$ cat src/rtl/alu_wb_stage.sv
// Two-entry in-order writeback FIFO for ALU results, with a saturating retire counter.
// Optional cumulative flag OR is compiled in with macro ALU_WB_STICKY_FLAGS_EN.
module alu_wb_stage #(
    parameter int DATA_W = 8
) (
    input  logic              clk,
    input  logic              rst,
    input  logic              in_valid,
    output logic              in_ready,
    input  logic [DATA_W-1:0] in_result,
    input  logic [3:0]        in_flags,
    input  logic [1:0]        in_op,
    output logic              out_valid,
    input  logic              out_ready,
    output logic [DATA_W-1:0] out_result,
    output logic [3:0]        out_flags,
    output logic [1:0]        out_op,
    output logic [1:0]        level,
    output logic [7:0]        retired,
    input  logic              sticky_clr,
    output logic [3:0]        sticky_flags
);

    // state | meaning
    // EMPTY | no entries held, head fields forced to zero
    // ONE   | head entry (slot 0) valid
    // FULL  | slot 0 is head, slot 1 is next; upstream stalled
    typedef enum logic [1:0] {
        EMPTY = 2'd0,
        ONE   = 2'd1,
        FULL  = 2'd2
    } state_t;

    state_t            state;
    logic [DATA_W-1:0] res0, res1;
    logic [3:0]        flg0, flg1;
    logic [1:0]        op0, op1;
    logic              push, pop;

    // in_ready looks only at occupancy and reset, never at out_ready
    assign in_ready  = (state != FULL) && !rst;
    assign out_valid = (state != EMPTY);
    assign push      = in_valid & in_ready;
    assign pop       = out_valid & out_ready;

    assign out_result = out_valid ? res0 : '0;
    assign out_flags  = out_valid ? flg0 : 4'h0;
    assign out_op     = out_valid ? op0  : 2'h0;
    assign level      = state;

    always_ff @(posedge clk) begin
        if (rst) begin
            state <= EMPTY;
            res0  <= '0;
            res1  <= '0;
            flg0  <= 4'h0;
            flg1  <= 4'h0;
            op0   <= 2'h0;
            op1   <= 2'h0;
        end else begin
            case (state)
                EMPTY: begin
                    if (push) begin
                        res0  <= in_result;
                        flg0  <= in_flags;
                        op0   <= in_op;
                        state <= ONE;
                    end
                end
                ONE: begin
                    case ({push, pop})
                        2'b10: begin
                            res1  <= in_result;
                            flg1  <= in_flags;
                            op1   <= in_op;
                            state <= FULL;
                        end
                        2'b01: state <= EMPTY;
                        // Head leaves and the new entry takes its place
                        2'b11: begin
                            res0 <= in_result;
                            flg0 <= in_flags;
                            op0  <= in_op;
                        end
                        default: state <= ONE;
                    endcase
                end
                FULL: begin
                    if (pop) begin
                        res0  <= res1;
                        flg0  <= flg1;
                        op0   <= op1;
                        state <= ONE;
                    end
                end
                default: state <= EMPTY;
            endcase
        end
    end

    always_ff @(posedge clk) begin
        if (rst) begin
            retired <= 8'h00;
        end else if (pop && (retired != 8'hFF)) begin
            retired <= retired + 8'd1;
        end
    end

`ifdef ALU_WB_STICKY_FLAGS_EN
    // A clear coinciding with a push leaves exactly the new flags
    always_ff @(posedge clk) begin
        if (rst) begin
            sticky_flags <= 4'h0;
        end else if (sticky_clr) begin
            sticky_flags <= push ? in_flags : 4'h0;
        end else if (push) begin
            sticky_flags <= sticky_flags | in_flags;
        end
    end
`else
    logic sticky_clr_unused;
    assign sticky_clr_unused = sticky_clr;
    assign sticky_flags      = 4'h0;
`endif

endmodule

$ cat config.mk
export PLATFORM = sky130hd
export DESIGN_NAME = alu_wb_stage
export DESIGN_NICKNAME = d
export VERILOG_FILES = /design/src/rtl/alu_wb_stage.sv
export SDC_FILE = /design/constraint.sdc
export NUM_CORES = 1
export LEC_CHECK = 0
export ABC_CLOCK_PERIOD_IN_PS = 1900
export CAP_MARGIN = 20
export CORE_AREA = 3 3 69 58
export DETAILED_ROUTE_END_ITERATION = 8
export DIE_AREA = 0 0 72 61
export DONT_BUFFER_PORTS = 1
export HOLD_SLACK_MARGIN = 0.1
export PLACE_DENSITY = 0.82
export SYNTH_ARGS = -nofsm -noshare
export SYNTH_HDL_FRONTEND = slang
export SYNTH_SLANG_ARGS = --single-unit
$ cat constraint.sdc
create_clock -name clk -period 1.9 [get_ports clk]
set_input_delay 0.57 -clock clk [delete_from_list [all_inputs] [get_ports clk]]
set_output_delay 0.57 -clock clk [all_outputs]
set_load 0.02 [all_outputs]
Word level (Yosys, flattened, before mapping)
Cells that the tools add are included.

Bits in registers: 38. Input bits: 19. Output and inout port bits: 30. Logic and storage cells: 50.

Eq/ne operators: 11. Mux-type cells: 19. Reductions and logical operators: 9. Add/subtract/negate cells: 1. Bitwise logic cells: 2.

Operator list (count): $mux 8 (4); $pmux 8 s3 (1); $pmux 2 s3 (3); $mux 4 (4); $mux 2 (6); $pmux 4 s3 (1); $add 8x1->8 const B (1); $ne 2x2->1 const B (4); $ne 8x8->1 const B (1); $eq 2x2->1 const B (3); $eq 2x1->1 const B (2); $reduce_and 4->1 (1); $reduce_and 3->1 (1); $reduce_bool 3->1 (1); $and 1x1->1 (2); $logic_and 1x1->1 (2); $logic_not 2->1 (1); $ne 2x1->1 const B (1); $reduce_and 2->1 (1); $reduce_bool 2->1 (1); $logic_not 1->1 (1).

Depth between registers and ports, before layout
Gate-level depths: netlist (run 1).

Depth after elaboration: 6. Mapped depth: 11.

Least setup slack after synthesis (run 1)
No wires, ideal clock.

Kind: flip-flop to flip-flop. Start point: register state[0], in the netlist level[0]. End point: register flg1[3]. Data required time: 1829 ps. Path slack: -565 ps. Stages on the path, launching flop included: 12. Data arrival time: 2395 ps. Path buffers: 4. Cells stage by stage: dfxtp_1 > buf_6 > nand2b_1 > buf_2 > nor2b_1 > and2_1 > ha_1 > and3b_1 > clkbuf_1 > clkbuf_1 > nand2_1 > a21oi_1.

Word-level cells in the longest chain between the ends: 5.

RTL lines: start: declaration (line 34) `state_t state;`; start signal: assignment (line 53) `state <= EMPTY;`; start signal: assignment (line 67) `state <= ONE;`; start signal: assignment (line 76) `state <= FULL;`; $ne 2x2->1 (line 41) `assign in_ready = (state != FULL) && !rst;`; $logic_and 1x1->1 (line 41); named net in_ready (line 9) `output logic in_ready,`; $and 1x1->1 (line 43) `assign push = in_valid & in_ready;`; $eq 2x2->1 (line 71) `case ({push, pop})`; $reduce_and 2->1 (no source line); end signal: assignment (line 74) `flg1 <= in_flags;`; end: declaration (line 36) `logic [3:0] flg0, flg1;`.

The timed path passes the listed nets, and every way through them passes these cells. A chain may end at the register's enable or synchronous reset.

Final worst setup path (run 1)
Start point: register state[0], in the netlist level[0]. End point: register res0[2].

Word-level cells in the longest chain between the ends: 6.

RTL lines: $ne 2x2->1 (line 41); $logic_and 1x1->1 (line 41); $and 1x1->1 (line 43); $eq 2x2->1 (line 71); $ne 2x1->1 (no source line); $reduce_and 4->1 (no source line); end signal: assignment (line 64) `res0 <= in_result;`; end signal: assignment (line 81) `res0 <= in_result;`; end signal: assignment (line 90) `res0 <= res1;`; end: declaration (line 35) `logic [DATA_W-1:0] res0, res1;`.

Parallel ways exist; a longest one is shown, timed or not.

==> results of run 1 <==
==> power by group <==
group	leakage [nW]	switching [W]	internal (W)
Clock	0.0482	0.000263	0.000292
Sequential	0.311	0.0000316	0.000845
Combinational	0.588	0.000174	0.000158
Total	0.947	0.000469	0.00130
==> synth_stat cells, types with 2 or more instances <==
cell type / instances
dfxtp_1: 38
buf_4: 5
buf_1: 3
or3_1: 2
nor3_1: 4
buf_2: 2
o21ai_0: 3
mux2i_1: 17
nand3_1: 3
and3_1: 2
inv_1: 3
nor2_1: 26
nand2_1: 31
a21oi_1: 21
buf_6: 3
clkbuf_1: 5
xor2_1: 2
a211oi_1: 8
nand2b_1: 2
nor2b_1: 15
ha_1: 3
a211oi_2: 6
==> registers in the layout, summed over array words and instances, names as in the netlist <==
signal and count:
level 2, flg0 4, flg1 4, op1 2
op0 2, res0 8, res1 8, retired 8
==> final cells by class <==
class	count	area [um^2]	share of cell area
timing repair buffer	32	284	0.126
clock buffer	7	86.3	0.0384
multi-input combinational	159	1040	0.462
tap	42	52.6	0.0233
sequential	38	768	0.341
inverter	4	15.0	0.00667
clock inverter	1	5.00	0.00222
==> layer usage <==
| metal | wire length, um | global-route usage | part of all wire |
|---|---|---|---|
| met1 | 1710 | 0.211 | 0.42 |
| met2 | 1970 | 0.285 | 0.48 |
| met3 | 360 | 0.0861 | 0.088 |
| met4 | 44 | 0.0617 | 0.011 |
| met5 | 0 | 0 | 0 |
==> through the flow <==
step,utilization,std cells
final,0.662,283
after global routing,0.662,283
after CTS,0.639,278
after detailed placement,0.610,270
after global placement,0.610,270
after floorplan,-,219
==> repair_timing <==
| item | CTS | global route |
|---|---|---|
| cloned | 0 | 1 |
| hold endpoints to repair | 0 | 0 |
| pin swaps | 0 | 1 |
| endpoints found under the setup margin | 13 | 27 |
| buffers inserted | 0 | 4 |
| gates resized for setup | 3 | 6 |
==> worst min path at each step <==
stage | end | from | slack (ns) | depth (start not counted)
6_report | level[1] | rst | 0.35 | 1
5_1_grt | level[1] | rst | 0.33 | 1
4_1_cts | level[1] | rst | 0.33 | 1
3_5_place_dp | op1[0] | op1[0] | 0.44 | 2
3_3_place_gp | res1[4] | res1[4] | 0.43 | 2
2_1_floorplan | flg1[0] | flg1[0] | 0.44 | 2
==> cells in the final DEF, fill, tap and decap left out, types with 2 or more instances in the layout <==
master    instances
and3_1            2
nor2_1           24
or3_1             2
buf_4            27
ha_1              2
nand2b_4          2
nand2_1          31
nand3_1           3
o21ai_0           3
buf_12            2
dfxtp_4           2
mux2i_1          17
clkbuf_8          6
xor2_1            2
a211oi_1          5
nor2b_1          13
a21oi_1          21
dfxtp_1          36
conb_1            4
inv_1             3
nor3_1            4
a211oi_2          9
==> cells by family (layout without fill, tap and decap cells) <==
family | after synthesis | count (layout) | share of synthesized area
AOI/OAI and AO/OA | 42 | 42 | 0.166
xor gates and xnor gates | 2 | 2 | 0.00947
adders and majority gates | 3 | 3 | 0.0203
buffers and inverters | 22 | 44 | 0.0683
DFF | 38 | 38 | 0.411
muxes | 17 | 17 | 0.0920
other | 1 | 4 | 0.00203
and+or+nand+nor | 91 | 91 | 0.231
==> impl_metrics.csv, run 1 <==
group,metric,value,unit
cts,cts_buffer_depth,2,
floorplan,die_w,72,um
setup_path,startpoint,"level[0]",
routing,wl_per_cell,14.4,um
sta,hold_slack,0.346,ns
routing,vias,1524,
setup_path,r2r_cells,9,
logic_synthesis,seq_area_frac_synth,0.411,
final_layout,area_delta_synth_final,21.6,%
logic_synthesis,synth_seq_cells,38,
placement,io_buffers,0,
setup_path,path_buf_inv,2,
final_layout,fin_nets,262,
logic_synthesis,synth_area,1850,um^2
final_layout,n_antenna_cell,0,
setup_path,critical_path.reg2reg.startpoint,"level[0]",
cts,cts_root_buf,"clkbuf_8",
setup_path,r2r-end,"res0[2]",
setup_path,path_cells,"nand2b_4, nor2b_4, and2_4, ha_4, nand2b_4, a22oi_4, buf_4, clkbuf_16, a211oi_1",
sta,setup_ws,0.0954,ns
setup_path,cp_slowest_cell,"dfxtp_4",
cts,ctsHoldBuffers,0,
sta,maxSlewViolCount,0,
global_route,grt_pass1_wl,6000,um
final_layout,final_layout_size_suffix_gt1_frac,0.257,
setup_path,worstSetupPathType,"flop to flop",
cts,clk_pin_slew,0.07,ns
setup_path,start_kind,"flop",
cts,htreeDepth,2,
global_route,grt_pass1_vias,1340,
floorplan,start_util,0.544,
sta,finalHoldViolations,0,
setup_path,arrival,1.97,ns
sta,finalSetupTns,0,ns
sta,skew,0.00674,ns
flow_run,maxCapViolations,0,
routing,routed_wl,4080,um
global_route,grt_max_degree,41,
logic_synthesis,avgSynthCellArea,8.57,um^2
routing,dr.first_iter.drc_count,65,
logic_synthesis,yosysTopAreaCellShare,0.411,
routing,drt_pre_antenna_iters,4,
placement,hpwl,2660,um
final_layout,post-route-cell-area,2250,um^2
placement,gp_congestion,0.787,
logic_synthesis,synthTopCellsByArea,"dfxtp_1, mux2i_1, nand2_1",
logic_synthesis,ys_warn_count,0,
run_status,status,"complete, no violations",
pwr,power,0.00176,W
final_layout,fillCellCount,285,
setup_path,r2r_slack,0.1,ns
sta,layout_min_cycle_time,1.80,ns
setup_path,crit_path_end_kind,"flop",
floorplan,core,3400,um^2
global_route,groute.usage.overall,0.178,
routing,drc,0,
setup_path,cp_max_fo,14,
routing,route.antenna.remaining_nets,0,
setup_path,max_stage_delay,0.43,ns
cts,clock_latency,0.28,ns
logic_synthesis,synth_ff_type,"dfxtp_1",
logic_synthesis,async_flop_share,0,
setup_path,cp.required,2.07,ns
logic_synthesis,synthDistinctLibCells,34,
cts,tritoncts,"built",
logic_synthesis,syn_inst,216,
sta,post-route-period-util,0.950,
routing,avgViaCountPerCell,5.39,
setup_path,endpoint,"res0[2]",
hold_path,min_path_type,"primary input to flop",
pwr,p_leak,0.947,nW
placement,placed_cell_area,2070,um^2
logic_synthesis,synth_top_cell_by_area,"dfxtp_1",
cts,numCtsBuffers,5,
global_route,antenna_found_initial,0,
sta,setup_viol,0,
floorplan,fp.dieArea,4390,um^2
floorplan,num_rows,19,
sta,fmaxAchievable,554,MHz
setup_path,critPathTopFamily,"simple AND/OR/NAND/NOR gates",
floorplan,ioPinCount,49,
placement,pre_cts_ws,0.0527,ns
pwr,powerDensity,784,nW/um^2
floorplan,die_y,61,um
logic_synthesis,synth_edf_count,0,
global_route,gr-total-overflow,0,
setup_path,cp.depth,9,
cts,cts_sinks,38,
pwr,irDropWorstVdd,0.000575,V
setup_path,crit_top_cell,"nand2b_4",
No activity file was read; power rests on OpenSTA's default activity.
==> run 2, diff against run 1 <==
- PLACE_DENSITY: 0.82 -> 0.72
==> run 2 against run 1 <==
Design area is essentially flat. Total power grew 4.8%. Non-clock buffer count grew 1. Routed wire length grew 6.9%. Clock-buffer cell count is the same. Register-to-register slack is essentially flat. Critical path depth is the same. Sequential power is essentially flat. Via count grew 2.5%. Sequential share of layout area is essentially flat. Clock skew shrank 0.0043 ns.
==> impl_metrics.csv, run 2 (synthesis gave the netlist of run 1 again) <==
group,metric,value,unit
run_status,status,"complete, no violations",
setup_path,path_buf_inv,2,
placement,gp_congestion,0.813,
pwr,powerDensity,822,nW/um^2
final_layout,final_cell_mix,"dfxtp_1, nand2_1, buf_4",
cts,numCtsBuffers,5,
setup_path,r2r_cells,9,
placement,placed_cell_area,2080,um^2
global_route,gr-total-overflow,0,
sta,setup_viol,0,
cts,cts_buffer_depth,2,
global_route,antenna_found_initial,0,
routing,vias,1562,
global_route,grt_pass1_wl,6730,um
cts,htreeDepth,2,
global_route,grt_max_degree,41,
floorplan,ioPinCount,49,
cts,cts_sinks,38,
final_layout,n_antenna_cell,0,
final_layout,largestRegisters,"res0 (8), res1 (8), retired (8)",
hold_path,min_to,"level[0]",
sta,maxSlewViolCount,0,
setup_path,cp.required,2.08,ns
sta,layout_min_cycle_time,1.82,ns
setup_path,r2r-end,"res0[1]",
sta,finalHoldViolations,0,
routing,wl_per_cell,15.4,um
setup_path,path_cells,"nand2b_4, nor2b_4, and2_4, ha_4, nand2b_4, a22oi_4, buf_4, clkbuf_16, a211oi_1",
floorplan,die_y,61,um
pwr,p_sw,0.000483,W
sta,hold_slack,0.331,ns
setup_path,arrival,2.00,ns
routing,routed_wl,4360,um
floorplan,num_rows,19,
floorplan,die_w,72,um
global_route,grt_pass1_vias,1410,
final_layout,seqCellArea,768,um^2
pwr,clock_power_share,0.349,
pwr,internal_power,0.00137,W
cts,cts_root_buf,"clkbuf_8",
pwr,swShare,0.261,
sta,setup_ws,0.0804,ns
cts,clock_latency,0.29,ns
setup_path,crit_path_end_kind,"flop",
floorplan,core,3400,um^2
routing,drt_pre_antenna_iters,4,
pwr,p_leak,0.954,nW
final_layout,multiInputGateArea,1020,um^2
hold_path,min-delay-start,"rst",
flow_run,maxCapViolations,0,
cts,ctsHoldBuffers,0,
routing,dr.first_iter.drc_count,101,
setup_path,r2r_slack,0.08,ns
final_layout,final_layout_size_suffix_gt1_frac,0.249,
setup_path,crit_top_cell,"nand2b_4",
cts,clk_pin_slew,0.07,ns
cts,tritoncts,"built",
final_layout,fillCellCount,264,
placement,pre_cts_ws,0.0660,ns
pwr,seq_power_share,0.473,
hold_path,holdPathStages,1,
global_route,groute.usage.overall,0.202,
setup_path,cp_max_fo,14,
setup_path,max_stage_delay,0.41,ns
placement,hpwl,2990,um
routing,avgViaCountPerCell,5.52,
floorplan,fp.dieArea,4390,um^2
final_layout,area_delta_synth_final,21.6,%
final_layout,final_common_cell,"dfxtp_1",
sta,skew,0.00246,ns
final_layout,fin_nets,263,
setup_path,worstSetupPathType,"flop to flop",
routing,route.antenna.remaining_nets,0,
final_layout,post-route-cell-area,2250,um^2
routing,drc,0,
sta,post-route-period-util,0.958,
setup_path,start_kind,"flop",
hold_path,min_path_type,"primary input to flop",
placement,io_buffers,0,
sta,fmaxAchievable,550,MHz
pwr,power_frac_comb,0.178,
setup_path,critPathTopFamily,"simple AND/OR/NAND/NOR gates",
setup_path,critical_path.reg2reg.startpoint,"level[0]",
pwr,irDropWorstVdd,0.000545,V
setup_path,cp_slowest_cell,"dfxtp_4",
floorplan,start_util,0.544,
## run 2: layer usage
layer / global-route usage / wire length [um] / vias up
met5: 0 / 0 / -
met4: 0.0912 / 83 / 0
met3: 0.0762 / 316 / 10
met2: 0.336 / 2060 / 56
met1: 0.234 / 1900 / 721
li1: - / - / 775
## run 2: power groups by stage
| stage | Sequential, W | Clock, W | Combinational (W) |
|---|---|---|---|
| after global placement | 0.000890 | 0 | 0.000286 |
| after floorplan | 0.000888 | 0 | 0.000243 |
| after CTS | 0.000875 | 0.000654 | 0.000297 |
| after global routing | 0.000881 | 0.000689 | 0.000357 |
| final | 0.000874 | 0.000646 | 0.000330 |
| after detailed placement | 0.000893 | 0 | 0.000296 |
## run 2: worst max-delay path by stage
stage,from,endpoint,depth (start not counted)
3_5_place_dp,level[0],res0[1],9
2_1_floorplan,level[0],flg0[0],11
6_report,level[0],res0[1],9
3_3_place_gp,rst,res0[2],8
5_1_grt,level[0],res0[1],9
4_1_cts,level[0],res0[1],9
## run 2: repair_timing
action,4_1_cts,5_1_grt
gates cloned,0,1
gates resized for setup,1,4
pin swaps,0,1
setup buffers,0,3
setup endpoints to repair,2,10
## run 2: final cells by class
| cell class | count | share of cell area |
|---|---|---|
| Inverter | 4 | 0.00667 |
| Multi-Input combinational cell | 159 | 0.456 |
| Tap cell | 42 | 0.0234 |
| Timing Repair Buffer | 33 | 0.125 |
| Sequential cell | 38 | 0.341 |
| Clock buffer | 7 | 0.0478 |
## run 2: worst register-to-register path, delay by kind of cell, from the launching register on
kind                       cells  cell delay, ns
DFF                            1            0.41
buffers and inverters          2            0.33
adders and majority gates      1            0.14
and+or+nand+nor                4            0.51
AOI/OAI and AO/OA              2            0.31
## run 2: per-stage QoR
step	total power [W]	instances	setup TNS (ns)	util
2_1_floorplan	0.00113	219	-1.43	-
3_3_place_gp	0.00118	272	0	0.611
3_5_place_dp	0.00119	272	0	0.611
4_1_cts	0.00183	279	0	0.643
5_1_grt	0.00193	283	-0.00530	0.662
6_report	0.00185	283	0	0.662
==> run 3, diff against run 2 <==
- TNS_END_PERCENT: not set -> 50
==> run 3 against run 2 <==
Sequential share of layout area is 0.46 points higher. Global-route usage up 0.28 points. Total power down 1.7%. Clock skew up 0.0035 ns. First-iteration DRC count fell by 34%. Non-clock buffer count is 3 lower. Sequential power about the same. Via count fell by 0.26%. Largest power group unchanged. Design area shrank 1.3%.
==> impl_metrics.csv, run 3 (synthesis gave the netlist of run 1 again) <==
group,metric,value,unit
run_status,status,"complete, no violations",
setup_path,critical_path.reg2reg.startpoint,"level[0]",
pwr,seq_power_share,0.481,
hold_path,min_path_type,"primary input to flop",
pwr,p_leak,0.938,nW
setup_path,cp.required,1.33,ns
global_route,grt_pass1_vias,1534,
floorplan,fp.dieArea,4390,um^2
setup_path,r2r_cells,9,
final_layout,final_core_util,0.653,
floorplan,num_rows,19,
placement,io_buffers,0,
sta,fmaxAchievable,539,MHz
final_layout,final_common_cell,"dfxtp_1",
cts,numCtsBuffers,5,
routing,avgViaCountPerCell,5.54,
pwr,p_sw,0.000489,W
pwr,swShare,0.269,
pwr,irDropWorstVdd,0.000492,V
final_layout,final_layout_size_suffix_gt1_frac,0.230,
final_layout,area_delta_synth_final,19.9,%
routing,drc,0,
flow_run,maxCapViolations,0,
setup_path,path_buf_inv,2,
final_layout,fin_nets,260,
sta,finalHoldViolations,0,
setup_path,max_stage_delay,0.42,ns
routing,route.antenna.remaining_nets,0,
setup_path,crit_path_end_kind,"primary output",
global_route,antenna_found_initial,0,
routing,routed_wl,4390,um
setup_path,arrival,1.28,ns
setup_path,start_kind,"flop",
hold_path,min-delay-start,"rst",
final_layout,fillCellCount,291,
pwr,internal_power,0.00133,W
pwr,power_frac_comb,0.180,
final_layout,final_cell_mix,"dfxtp_1, nand2_1, buf_4",
cts,tritoncts,"built",
cts,htreeDepth,2,
sta,hold_slack,0.337,ns
floorplan,start_util,0.544,
routing,wl_per_cell,15.6,um
global_route,gr-total-overflow,0,
placement,hpwl,2960,um
cts,cts_root_buf,"clkbuf_8",
cts,cts_sinks,38,
routing,dr.first_iter.drc_count,67,
setup_path,cp_max_fo,15,
final_layout,n_antenna_cell,0,
setup_path,crit_top_cell,"buf_4",
sta,skew,0.00595,ns
sta,layout_min_cycle_time,1.85,ns
hold_path,min_to,"level[0]",
floorplan,die_y,61,um
cts,clock_latency,0.29,ns
setup_path,r2r-end,"res0[2]",
pwr,powerDensity,819,nW/um^2
setup_path,worstSetupPathType,"flop to primary output",
sta,maxSlewViolCount,0,
global_route,grt_max_degree,41,
cts,clk_pin_slew,0.07,ns
hold_path,holdPathStages,1,
final_layout,seqCellArea,768,um^2
sta,setup_viol,0,
setup_path,critPathTopFamily,"flip-flops",
placement,gp_congestion,0.816,
pwr,clock_power_share,0.340,
final_layout,multiInputGateArea,1010,um^2
floorplan,ioPinCount,49,
floorplan,die_w,72,um
setup_path,r2r_slack,0.10,ns
global_route,grt_pass1_wl,6820,um
setup_path,path_cells,"nor2_1, buf_4, nor2b_1, buf_4",
final_layout,largestRegisters,"res0 (8), res1 (8), retired (8)",
floorplan,core,3400,um^2
routing,drt_pre_antenna_iters,4,
global_route,groute.usage.overall,0.204,
sta,post-route-period-util,0.976,
cts,cts_buffer_depth,2,
setup_path,cp_slowest_cell,"dfxtp_4",
routing,vias,1558,
-- run 3: cell count changes in the layout (fill, tap and decap cells not counted) --
cell	before	now
buf_4	30	27
a211oi_1	6	8
a211oi_2	8	6
clkinv_2	0	2
buf_12	1	2
buf_6	1	0
clkbuf_8	6	5
nor2b_1	13	14
nor2b_2	1	0
-- run 3: cell type report --
type,instances,share of cell area
Multi-Input combinational cell,159,0.456
Tap cell,42,0.0237
Timing Repair Buffer,30,0.121
Sequential cell,38,0.346
Clock buffer,6,0.0423
Clock inverter,2,0.00451
Inverter,4,0.00676
-- run 3: how the worst max path moves through the flow --
stage / to / slack, ns / depth (start not counted) / startpoint
final: out_result[2] / 0.05 / 4 / level[1]
after global routing: res0[2] / -0.01 / 9 / level[0]
after CTS: out_result[4] / 0.05 / 4 / level[1]
after detailed placement: res0[5] / 0.10 / 8 / rst
after global placement: res0[2] / 0.18 / 8 / rst
after floorplan: flg0[0] / -0.12 / 11 / level[0]
-- run 3: metal layers --
| metal | share of wire | GRT usage | vias to the layer above |
|---|---|---|---|
| met5 | 0 | 0 | - |
| met3 | 0.074 | 0.0911 | 9 |
| met2 | 0.49 | 0.363 | 45 |
| met1 | 0.42 | 0.215 | 737 |
| met4 | 0.016 | 0.0858 | 0 |
| li1 | - | - | 767 |
-- run 3: per-stage QoR --
stage	instances	TNS [ns]	cell area, um^2	power, W	worst slack (ns)
after global routing	281	-0.0128	2220	0.00190	-0.0128
final	281	0	2220	0.00182	0.0452
after floorplan	219	-1.43	1920	0.00113	-0.122
after CTS	279	0	2190	0.00181	0.0476
after global placement	271	0	2080	0.00118	0.177
after detailed placement	271	0	2080	0.00119	0.102
-- run 3: repair_timing --
action                                  in CTS  in global routing
hold buffers                                 0                  0
resized for setup                            1                  0
endpoints found under the setup margin       1                  3
setup buffers                                0                  1
pin swaps                                    0                  1
cloned                                       0                  1
-- run 3: power groups by stage --
stage | Combinational, W | Clock (W) | Sequential, W
6_report | 0.000327 | 0.000617 | 0.000874
5_1_grt | 0.000355 | 0.000664 | 0.000878
4_1_cts | 0.000304 | 0.000633 | 0.000873
3_5_place_dp | 0.000302 | 0 | 0.000893
3_3_place_gp | 0.000289 | 0 | 0.000888
2_1_floorplan | 0.000243 | 0 | 0.000888
